===== config.mk =====
export PLATFORM = sky130hd
export DESIGN_NAME = uart_tx_framer_flat
export DESIGN_NICKNAME = d
export VERILOG_FILES = /design/src/rtl/uart_pkg.sv /design/src/rtl/uart_tx_framer_if.sv /design/src/rtl/uart_baud_tick.sv /design/src/rtl/uart_tx_framer.sv /design/src/flat_wrapper.sv
export SDC_FILE = /design/constraint.sdc
export NUM_CORES = 1
export LEC_CHECK = 0
export BUFFER_PORTS_ARGS = -buffer_cell sky130_fd_sc_hd__buf_4
export CORE_MARGIN = 4
export CORE_UTILIZATION = 60
export DETAILED_ROUTE_END_ITERATION = 16
export PLACE_DENSITY = 0.81
export RECOVER_POWER = 100
export SLEW_MARGIN = 20
export SYNTH_ARGS = -nofsm -noshare
export SYNTH_HDL_FRONTEND = slang
export SYNTH_SLANG_ARGS = --single-unit

===== constraint.sdc =====
create_clock -name clk -period 2.7 [get_ports clk]
set_input_delay 0.54 -clock clk [delete_from_list [all_inputs] [get_ports clk]]
set_output_delay 0.54 -clock clk [all_outputs]
set_load 0.01 [all_outputs]

===== src/rtl/uart_pkg.sv =====
// uart_pkg: shared UART state type and width helpers for transmitter and receiver
package uart_pkg;
  typedef enum logic {IDLE, SEND} state_t;
  function automatic int w_baud(input int cpp);
    return cpp > 1 ? $clog2(cpp) : 1;
  endfunction
  function automatic int w_bit(input int p);
    return p > 1 ? $clog2(p) : 1;
  endfunction
  localparam int DEF_CLOCKS_PER_PULSE = 4;
  localparam int DEF_BITS_PER_WORD = 8;
  localparam int DEF_PACKET_SIZE_TX = DEF_BITS_PER_WORD + 5;
  localparam int N_STOP = DEF_PACKET_SIZE_TX - DEF_BITS_PER_WORD - 1;
  localparam int W_BAUD = w_baud(DEF_CLOCKS_PER_PULSE);
  localparam int W_BIT = w_bit(DEF_PACKET_SIZE_TX);
endpackage


===== src/rtl/uart_tx_framer_if.sv =====
// uart_tx_framer_if: valid/ready word stream feeding the UART transmitter
interface uart_tx_framer_if #(parameter int BITS_PER_WORD = 8);
  logic s_valid;
  logic [BITS_PER_WORD-1:0] s_data;
  logic s_ready;
  modport master (output s_valid, s_data, input s_ready);
  modport slave (input s_valid, s_data, output s_ready);
endinterface


===== src/rtl/uart_baud_tick.sv =====
// uart_baud_tick: clearable bit-period counter with a one-cycle tick at terminal count
module uart_baud_tick #(
  parameter int CLOCKS_PER_PULSE = 4,
  parameter int W = 2
) (
  input  logic clk,
  input  logic rst,
  input  logic clr,
  input  logic en,
  output logic tick
);
  logic [W-1:0] cnt;
  assign tick = en && cnt == W'(CLOCKS_PER_PULSE - 1);
  // wrap to zero on terminal count so the next bit period starts aligned
  always_ff @(posedge clk or posedge rst)
    if (rst) cnt <= '0;
    else if (clr || tick) cnt <= '0;
    else if (en) cnt <= cnt + 1'b1;
endmodule


===== src/rtl/uart_tx_framer.sv =====
// uart_tx_framer: serialises held words into start/data/stop frames on tx
module uart_tx_framer
  import uart_pkg::*;
#(
  parameter int CLOCKS_PER_PULSE = 4,
  parameter int BITS_PER_WORD = 8,
  parameter int PACKET_SIZE_TX = BITS_PER_WORD + 5
) (
  input  logic clk,
  input  logic rst,
  uart_tx_framer_if.slave s,
  output logic tx,
  output logic busy
);
  localparam int WB = w_baud(CLOCKS_PER_PULSE);
  localparam int WT = w_bit(PACKET_SIZE_TX);
  localparam int NS = PACKET_SIZE_TX - BITS_PER_WORD - 1;
  state_t state;
  logic [PACKET_SIZE_TX-1:0] shifter, frame;
  logic [WT-1:0] bit_cnt;
  logic [BITS_PER_WORD-1:0] hold;
  logic hold_full, tick, last, load;
  assign frame = {{NS{1'b1}}, hold, 1'b0};
  assign last = tick && bit_cnt == WT'(PACKET_SIZE_TX - 1);
  assign load = hold_full && (state == IDLE || last);
  assign s.s_ready = !hold_full;
  assign busy = state == SEND || hold_full;
  uart_baud_tick #(.CLOCKS_PER_PULSE(CLOCKS_PER_PULSE), .W(WB)) u_baud (
    .clk(clk),
    .rst(rst),
    .clr(load),
    .en(state == SEND),
    .tick(tick)
  );
  // holding register plus frame FSM; a pending word reloads on the last stop-bit edge so frames abut
  always_ff @(posedge clk or posedge rst)
    if (rst) begin
      state <= IDLE;
      shifter <= '1;
      bit_cnt <= '0;
      hold <= '0;
      hold_full <= 1'b0;
      tx <= 1'b1;
    end else begin
      if (load) hold_full <= 1'b0;
      else if (s.s_valid && !hold_full) begin
        hold <= s.s_data;
        hold_full <= 1'b1;
      end
      if (load) begin
        shifter <= frame;
        bit_cnt <= '0;
        state <= SEND;
        tx <= 1'b0;
      end else if (last) begin
        state <= IDLE;
        tx <= 1'b1;
      end else if (tick) begin
        shifter <= {1'b1, shifter[PACKET_SIZE_TX-1:1]};
        bit_cnt <= bit_cnt + 1'b1;
        tx <= shifter[1];
      end
    end
endmodule

===== src/flat_wrapper.sv =====
// flat-port wrapper written by rule: the top's interface ports become plain ports
module uart_tx_framer_flat import uart_pkg::*;
#(
  parameter int CLOCKS_PER_PULSE = 4,
  parameter int BITS_PER_WORD = 8,
  parameter int PACKET_SIZE_TX = BITS_PER_WORD + 5
)
  (clk, rst, tx, busy, s_s_valid, s_s_data, s_s_ready);
  uart_tx_framer_if #(.BITS_PER_WORD(BITS_PER_WORD)) s_i ();
  input  logic clk;
  input  logic rst;
  output logic tx;
  output logic busy;
  input wire logic [$bits(s_i.s_valid)-1:0] s_s_valid;
  input wire logic [$bits(s_i.s_data)-1:0] s_s_data;
  output wire logic [$bits(s_i.s_ready)-1:0] s_s_ready;
  assign s_i.s_valid = s_s_valid;
  assign s_i.s_data = s_s_data;
  assign s_s_ready = s_i.s_ready;
  uart_tx_framer #(.CLOCKS_PER_PULSE(CLOCKS_PER_PULSE), .BITS_PER_WORD(BITS_PER_WORD), .PACKET_SIZE_TX(PACKET_SIZE_TX)) u_core (.clk(clk), .rst(rst), .s(s_i), .tx(tx), .busy(busy));
endmodule

==> impl_results.md, run 1 <==
- Worst-path clk slew: 140 ps
- Die width: 55.1 um
- CTS Buffer Depth: 2
- Worst setup SP type: flip-flop
- Synth Net Count: 140
- Final WL: 2.58 mm
- Fillers: 178
- Synth Instances: 126
- Pre-antenna DRT Iters: 4
- DRC Markers: 0
- Initial core utilization: 0.651
- Fin crit share: 0.776
- Synth Cell Area: 1330 um^2
- Post-CTS setup buffer count: 0
- P&R area growth vs syn: 5.37%
- Root Buffer: clkbuf_4
- Critical path class: flip-flop to flip-flop
- GRT overflow: 0
- Fin Setup TNS: 0 ps
- Clk_skew: 11.1 ps
- Critical path arrival: 2290 ps
- Leak: 0.639 nW
- # IOs: 14
- Total chip power: 1.42 mW
- Worst slew pin tran: 904 ps
- Multi-input gate area: 557 um^2
- Crit path max-delay cell type: a2111oi_0
- Placer congestion estimate: 0.809
- Port-buffer cells: 13
- Post-synth EDFFs: 0
- # setup viols final: 0
- Post-DP HPWL: 1.90 mm
- Unique masters post-synth: 35
- Antenna violations before repair: 0
- Global-route wire length before repair: 4.35 mm
- Routed vias: 980
- Critical path endpoint category: flip-flop
- Commonest non-fill, non-tap cells in the layout: nor3_1 (16), dfrtp_1 (16), inv_1 (15)
- Core Util, Final: 0.686
- Unrepaired setup endpoints after global routing: no
- 1st-iter DRT viols: 50
- P per Cell Area: 1010 nW/um^2
- Async SR Flop Fraction: 1.00
- Synth warnings: 0
- Wire length per cell: 15.7 um
- CP Data Required Time: 2890 ps
- CP top delay family: compound AO/OA/AOI/OAI gates
- Post-CTS sizing: 0
- H-tree depth: 1
- VDD IR max: 0.000591 V
- Core area: 2040 um^2
- Vias in the first global route: 1000
- Min cycle time layout: 2090 ps
- Latest clock arrival within the worst-skew pair: 320 ps
- HP Class: input port to async pin
- Vias/cell: 5.98
- Ys flop type: dfrtp_1
- GR Util All Layers: 0.201
- Sequential cell area: 637 um^2
- Final Max Slew Viols: 0
- Final Hold Viols: 0
- Cts hold-fix bufs: 0
- Cell Rows: 16
- Crit path max fanout: 11
- Yosys reg bits: 25
- CTS tree: yes
- Slew HR: 0.397
- Cell Chain, Critical Path: inv_1 > ha_1 > and3_1 > a211o_1 > a2111oi_0
- Share of cells above drive strength 1: 0.248
- Sequential cell area fraction in the yosys report: 0.479
- Total CTS buffers: 3
- Largest net degree at the start of global routing: 26
- Worst path bufs/invs: 1
- Num Clock Sinks: 25
- Post-DRT Antenna Nets: 0
- Layout Nets: 152
- Max Cap Violations: 0
- Antenna Cells: 0
- Die Span Y: 55.1 um
- Status: complete, no violations
- Die area: 3030 um^2
- Syn_area_per_cell: 10.5 um^2
- Fmax: 477 MHz
- Crit-path max cell delay: 520 ps
-- cell usage after synthesis, types with 2 or more instances --
library cell / count / share of area
a2111oi_2: 7 / 0.079
o22ai_1: 2 / 0.0094
nand2b_1: 2 / 0.0094
nor2_1: 8 / 0.023
ha_1: 3 / 0.028
dfstp_2: 9 / 0.18
nor2b_1: 3 / 0.014
dfrtp_1: 16 / 0.30
inv_1: 15 / 0.042
nand2_1: 7 / 0.020
o21ai_0: 2 / 0.0075
o221ai_1: 2 / 0.013
clkbuf_1: 4 / 0.011
mux2_2: 8 / 0.068
nand3_1: 3 / 0.011
nor3_1: 16 / 0.060
-- path summary, 6_finish.rpt --
| check | cells after the start | end | slack, ps | startpoint |
|---|---|---|---|---|
| max | 5 | u_core.shifter[2] | 610 | u_core.bit_cnt[0] |
| min | 2 | u_core.hold[4] | 410 | rst |
| max reg2reg | 5 | u_core.shifter[2] | 610 | u_core.bit_cnt[0] |
| min reg2reg | 2 | u_core.shifter[7] | 510 | u_core.shifter[7] |
| max in group asynchronous | 2 | u_core.bit_cnt[3] | 1740 | rst |
| min in group clk | 2 | u_core.hold[2] | 430 | s_s_data[2] |
-- registers in the layout, indices dropped and copies added, names as in the netlist --
| register | cells |
|---|---|
| u_core.hold | 8 |
| u_core.shifter | 8 |
| u_core.bit_cnt | 4 |
| u_core.u_baud.cnt | 2 |
| u_core.hold_full | 1 |
| u_core.state | 1 |
| u_core.tx | 1 |
-- report_power, final --
part	leakage, nW	internal, mW	switching (mW)	total, mW
clock	0.0150	0.0579	0.111	0.169
combinational	0.347	0.250	0.273	0.522
sequential	0.278	0.575	0.152	0.727
total	0.639	0.882	0.536	1.42
-- cell type report --
| class | count | area share |
|---|---|---|
| Tap cell | 27 | 0.0241 |
| Multi-Input combinational cell | 80 | 0.398 |
| Clock buffer | 4 | 0.0188 |
| Sequential cell | 25 | 0.455 |
| Inverter | 15 | 0.0402 |
| Timing Repair Buffer | 13 | 0.0643 |
-- layer usage --
metal	global-route usage	up-vias	wire, um
met5	0	-	0
met4	0.0405	0	20
met3	0.0322	2	107
met2	0.337	27	1270
met1	0.275	476	1180
li1	-	475	-
-- worst register-to-register path, cell delays in order (launching register included) --
cell and delay, ps:
dfrtp_1 410, inv_1 80, ha_1 210, and3_1 300, a211o_1 440, a2111oi_0 530
-- stage by stage --
| stage | hold WS, ps | cell area [um^2] | instances | setup WS [ps] |
|---|---|---|---|---|
| 2_1_floorplan | 454 | 1330 | 126 | 1080 |
| 3_3_place_gp | 474 | 1430 | 160 | 944 |
| 3_5_place_dp | 480 | 1430 | 160 | 892 |
| 4_1_cts | 434 | 1460 | 164 | 732 |
| 5_1_grt | 433 | 1400 | 164 | 447 |
| 6_report | 407 | 1400 | 164 | 605 |
-- logic make-up after synthesis --
logic type	synth area share
AND/OR/NAND/NOR	0.170
flip-flops	0.479
AO/OA/AOI/OAI	0.185
buffers and inverters	0.0631
multiplexers	0.0753
adder cells (fa/ha/maj)	0.0283
Power figures use the tool's default switching activity.
==> run 2, diff against run 1 <==
--- a/config.mk
+++ b/config.mk
@@ -7,9 +7,9 @@
 export LEC_CHECK = 0
 export BUFFER_PORTS_ARGS = -buffer_cell sky130_fd_sc_hd__buf_4
 export CORE_MARGIN = 4
-export CORE_UTILIZATION = 60
+export CORE_UTILIZATION = 57
 export DETAILED_ROUTE_END_ITERATION = 16
-export PLACE_DENSITY = 0.81
+export PLACE_DENSITY = 0.78
 export RECOVER_POWER = 100
 export SLEW_MARGIN = 20
 export SYNTH_ARGS = -nofsm -noshare
==> constraint.sdc (replaced) <==
create_clock -name clk -period 2 [get_ports clk]
set_input_delay 0.4 -clock clk [delete_from_list [all_inputs] [get_ports clk]]
set_output_delay 0.4 -clock clk [all_outputs]
set_load 0.01 [all_outputs]
==> run 2 against run 1 <==
Count of clock-buffer cells in the layout unchanged. Utilization shrank 1.9 points. Sequential power up 35%. Critical path depth is 2 lower. Register-to-register slack lost 410 ps. Global-route usage is 1.3 points lower. Sequential cell count is the same. Highest routed layer unchanged.
==> impl_results.md, run 2 (synthesis results as in run 1) <==
- Status: complete, no violations (unchanged)
- CP top delay family: flip-flops (was compound AO/OA/AOI/OAI gates)
- Antenna Cells: 0 (unchanged)
- DRC Markers: 0 (unchanged)
- H-tree depth: 1 (unchanged)
- Crit. Startpoint: u_core.hold_full (was u_core.bit_cnt[0])
- GR Util All Layers: 0.188 (was 0.201)
- Latest clock arrival within the worst-skew pair: 330 ps (was 320 ps)
- Slew HR: 0.132 (was 0.397)
- Final setup margin: 195 ps (was 605 ps)
- GRT overflow: 0 (unchanged)
- Crit-path max cell delay: 540 ps (was 520 ps)
- Fin crit share: 0.903
- Cts hold-fix bufs: 0 (unchanged)
- CP Data Required Time: 1600 ps (was 2890 ps)
- Vias in the first global route: 1014 (was 1000)
- Critical path arrival: 1410 ps (was 2290 ps)
- Post-DRT Antenna Nets: 0 (unchanged)
- Total CTS buffers: 3 (unchanged)
- Worst slew pin tran: 1300 ps (was 904 ps)
- Leak: 0.662 nW (was 0.639 nW)
- Port-buffer cells: 13 (unchanged)
- P&R area growth vs syn: 11.0% (was 5.37%)
- Largest regs: u_core.hold x8, u_core.shifter x8, u_core.bit_cnt x4 (unchanged)
- Fmax: 554 MHz
- Fin Setup TNS: 0 ps (unchanged)
- Dpl cells: 166 (was 160)
- Root Buffer: clkbuf_4 (unchanged)
- Worst-path clk slew: 130 ps (was 140 ps)
- Placer congestion estimate: 0.803 (was 0.809)
- Min cycle time layout: 1810 ps
- Reg2reg start: u_core.bit_cnt[0] (unchanged)
- Crit path max-delay cell type: dfrtp_1 (was a2111oi_0)
- Final Max Slew Viols: 0 (unchanged)
- Pre-antenna DRT Iters: 2 (was 4)
- Global-route wire length before repair: 4.64 mm (was 4.35 mm)
- Non-Filler Instances: 170 (was 164)
- Core area: 2210 um^2 (was 2040 um^2)
- Total chip power: 2.02 mW (was 1.42 mW)
- P per Cell Area: 1370 nW/um^2 (was 1010 nW/um^2)
- Cell Chain, Critical Path: nor2_1 > inv_1 > clkbuf_1 (was inv_1 > ha_1 > and3_1 > a211o_1 > a2111oi_0)
- Die Span Y: 56.3 um (was 55.1 um)
- Initial core utilization: 0.601 (was 0.651)
- # IOs: 14 (unchanged)
- # setup viols final: 0 (unchanged)
- Wire length per cell: 15.0 um (was 15.7 um)
- Routed vias: 979 (was 980)
- 1st-iter DRT viols: 24 (was 50)
- Cell Rows: 17 (was 16)
- Num Clock Sinks: 25 (unchanged)
- Worst setup SP type: flip-flop (unchanged)
- Final WL: 2.55 mm (was 2.58 mm)
- Die area: 3170 um^2 (was 3030 um^2)
- Largest net degree at the start of global routing: 26 (unchanged)
- Antenna violations before repair: 0 (unchanged)
- Hold_sp: s_s_data[7]
- Post-Place Worst Slack: 205 ps (was 892 ps)
- Commonest non-fill, non-tap cells in the layout: nor3_1 (16), dfrtp_1 (16), inv_1 (15) (unchanged)
- Unrepaired setup endpoints after global routing: no (unchanged)
- Post-DP HPWL: 1.86 mm (was 1.90 mm)
- Critical path class: flip-flop to output port (was flip-flop to flip-flop)
- CTS tree: yes (unchanged)
- Worst path bufs/invs: 2 (was 1)
- Die width: 56.3 um (was 55.1 um)
- Final Hold Viols: 0 (unchanged)
- Max Cap Violations: 0 (unchanged)
- Layout Nets: 157 (was 152)
- HP Class: input port to flip-flop (was input port to async pin)
- Vias/cell: 5.76 (was 5.98)
- Critical path endpoint category: output port (was flip-flop)
- Crit path max fanout: 11 (unchanged)
- Post-CTS setup buffer count: 0 (unchanged)
- VDD IR max: 0.000940 V (was 0.000591 V)
- Post-CTS sizing: 0 (unchanged)
- Clk_skew: 4.30 ps (was 11.1 ps)
- CTS Buffer Depth: 2 (unchanged)
- Share of cells above drive strength 1: 0.303 (was 0.248)
## run 2: worst paths after layout
check | endpoint | slack [ps] | cells after the start
max | busy | 190 | 3
min | u_core.hold[7] | 300 | 2
max reg2reg | u_core.shifter[2] | 190 | 5
min reg2reg | u_core.shifter[6] | 490 | 2
max in group asynchronous | u_core.hold[4] | 750 | 3
min in group asynchronous | u_core.u_baud.cnt[0] | 480 | 3
## run 2: final cells by class
type	instances	area, um^2
timing repair buffer	18	113
fill	181	737
tap	28	35.0
multi-input combinational	80	608
clock buffer	4	26.3
inverter	15	56.3
sequential	25	637
## run 2: power by group
| group | switching, mW | leakage, nW | internal, mW | total (mW) |
|---|---|---|---|---|
| clock network | 0.152 | 0.0150 | 0.0783 | 0.230 |
| registers | 0.206 | 0.278 | 0.776 | 0.982 |
| logic | 0.400 | 0.369 | 0.404 | 0.804 |
| total | 0.757 | 0.662 | 1.26 | 2.02 |
## run 2: worst register-to-register path, cell delays in order, from the launching register on
cell	delay, ps
dfrtp_1	420
inv_1	90
ha_1	210
and3_4	220
a211o_4	400
a2111oi_2	380
## run 2: stage by stage
| stage | util | hold slack, ps | area, um^2 |
|---|---|---|---|
| 3_3_place_gp | 0.665 | 469 | 1470 |
| 5_1_grt | 0.667 | 278 | 1480 |
| 6_report | 0.667 | 296 | 1480 |
| 4_1_cts | 0.677 | 103 | 1500 |
| 3_5_place_dp | 0.665 | 474 | 1470 |
| 2_1_floorplan | - | 421 | 1330 |
## run 2: per-layer routing
layer	track usage	vias to the layer above	wire, um
met4	0.108	0	60
met5	0	-	0
li1	-	482	-
met2	0.277	14	1210
met1	0.257	479	1210
met3	0.0368	4	73
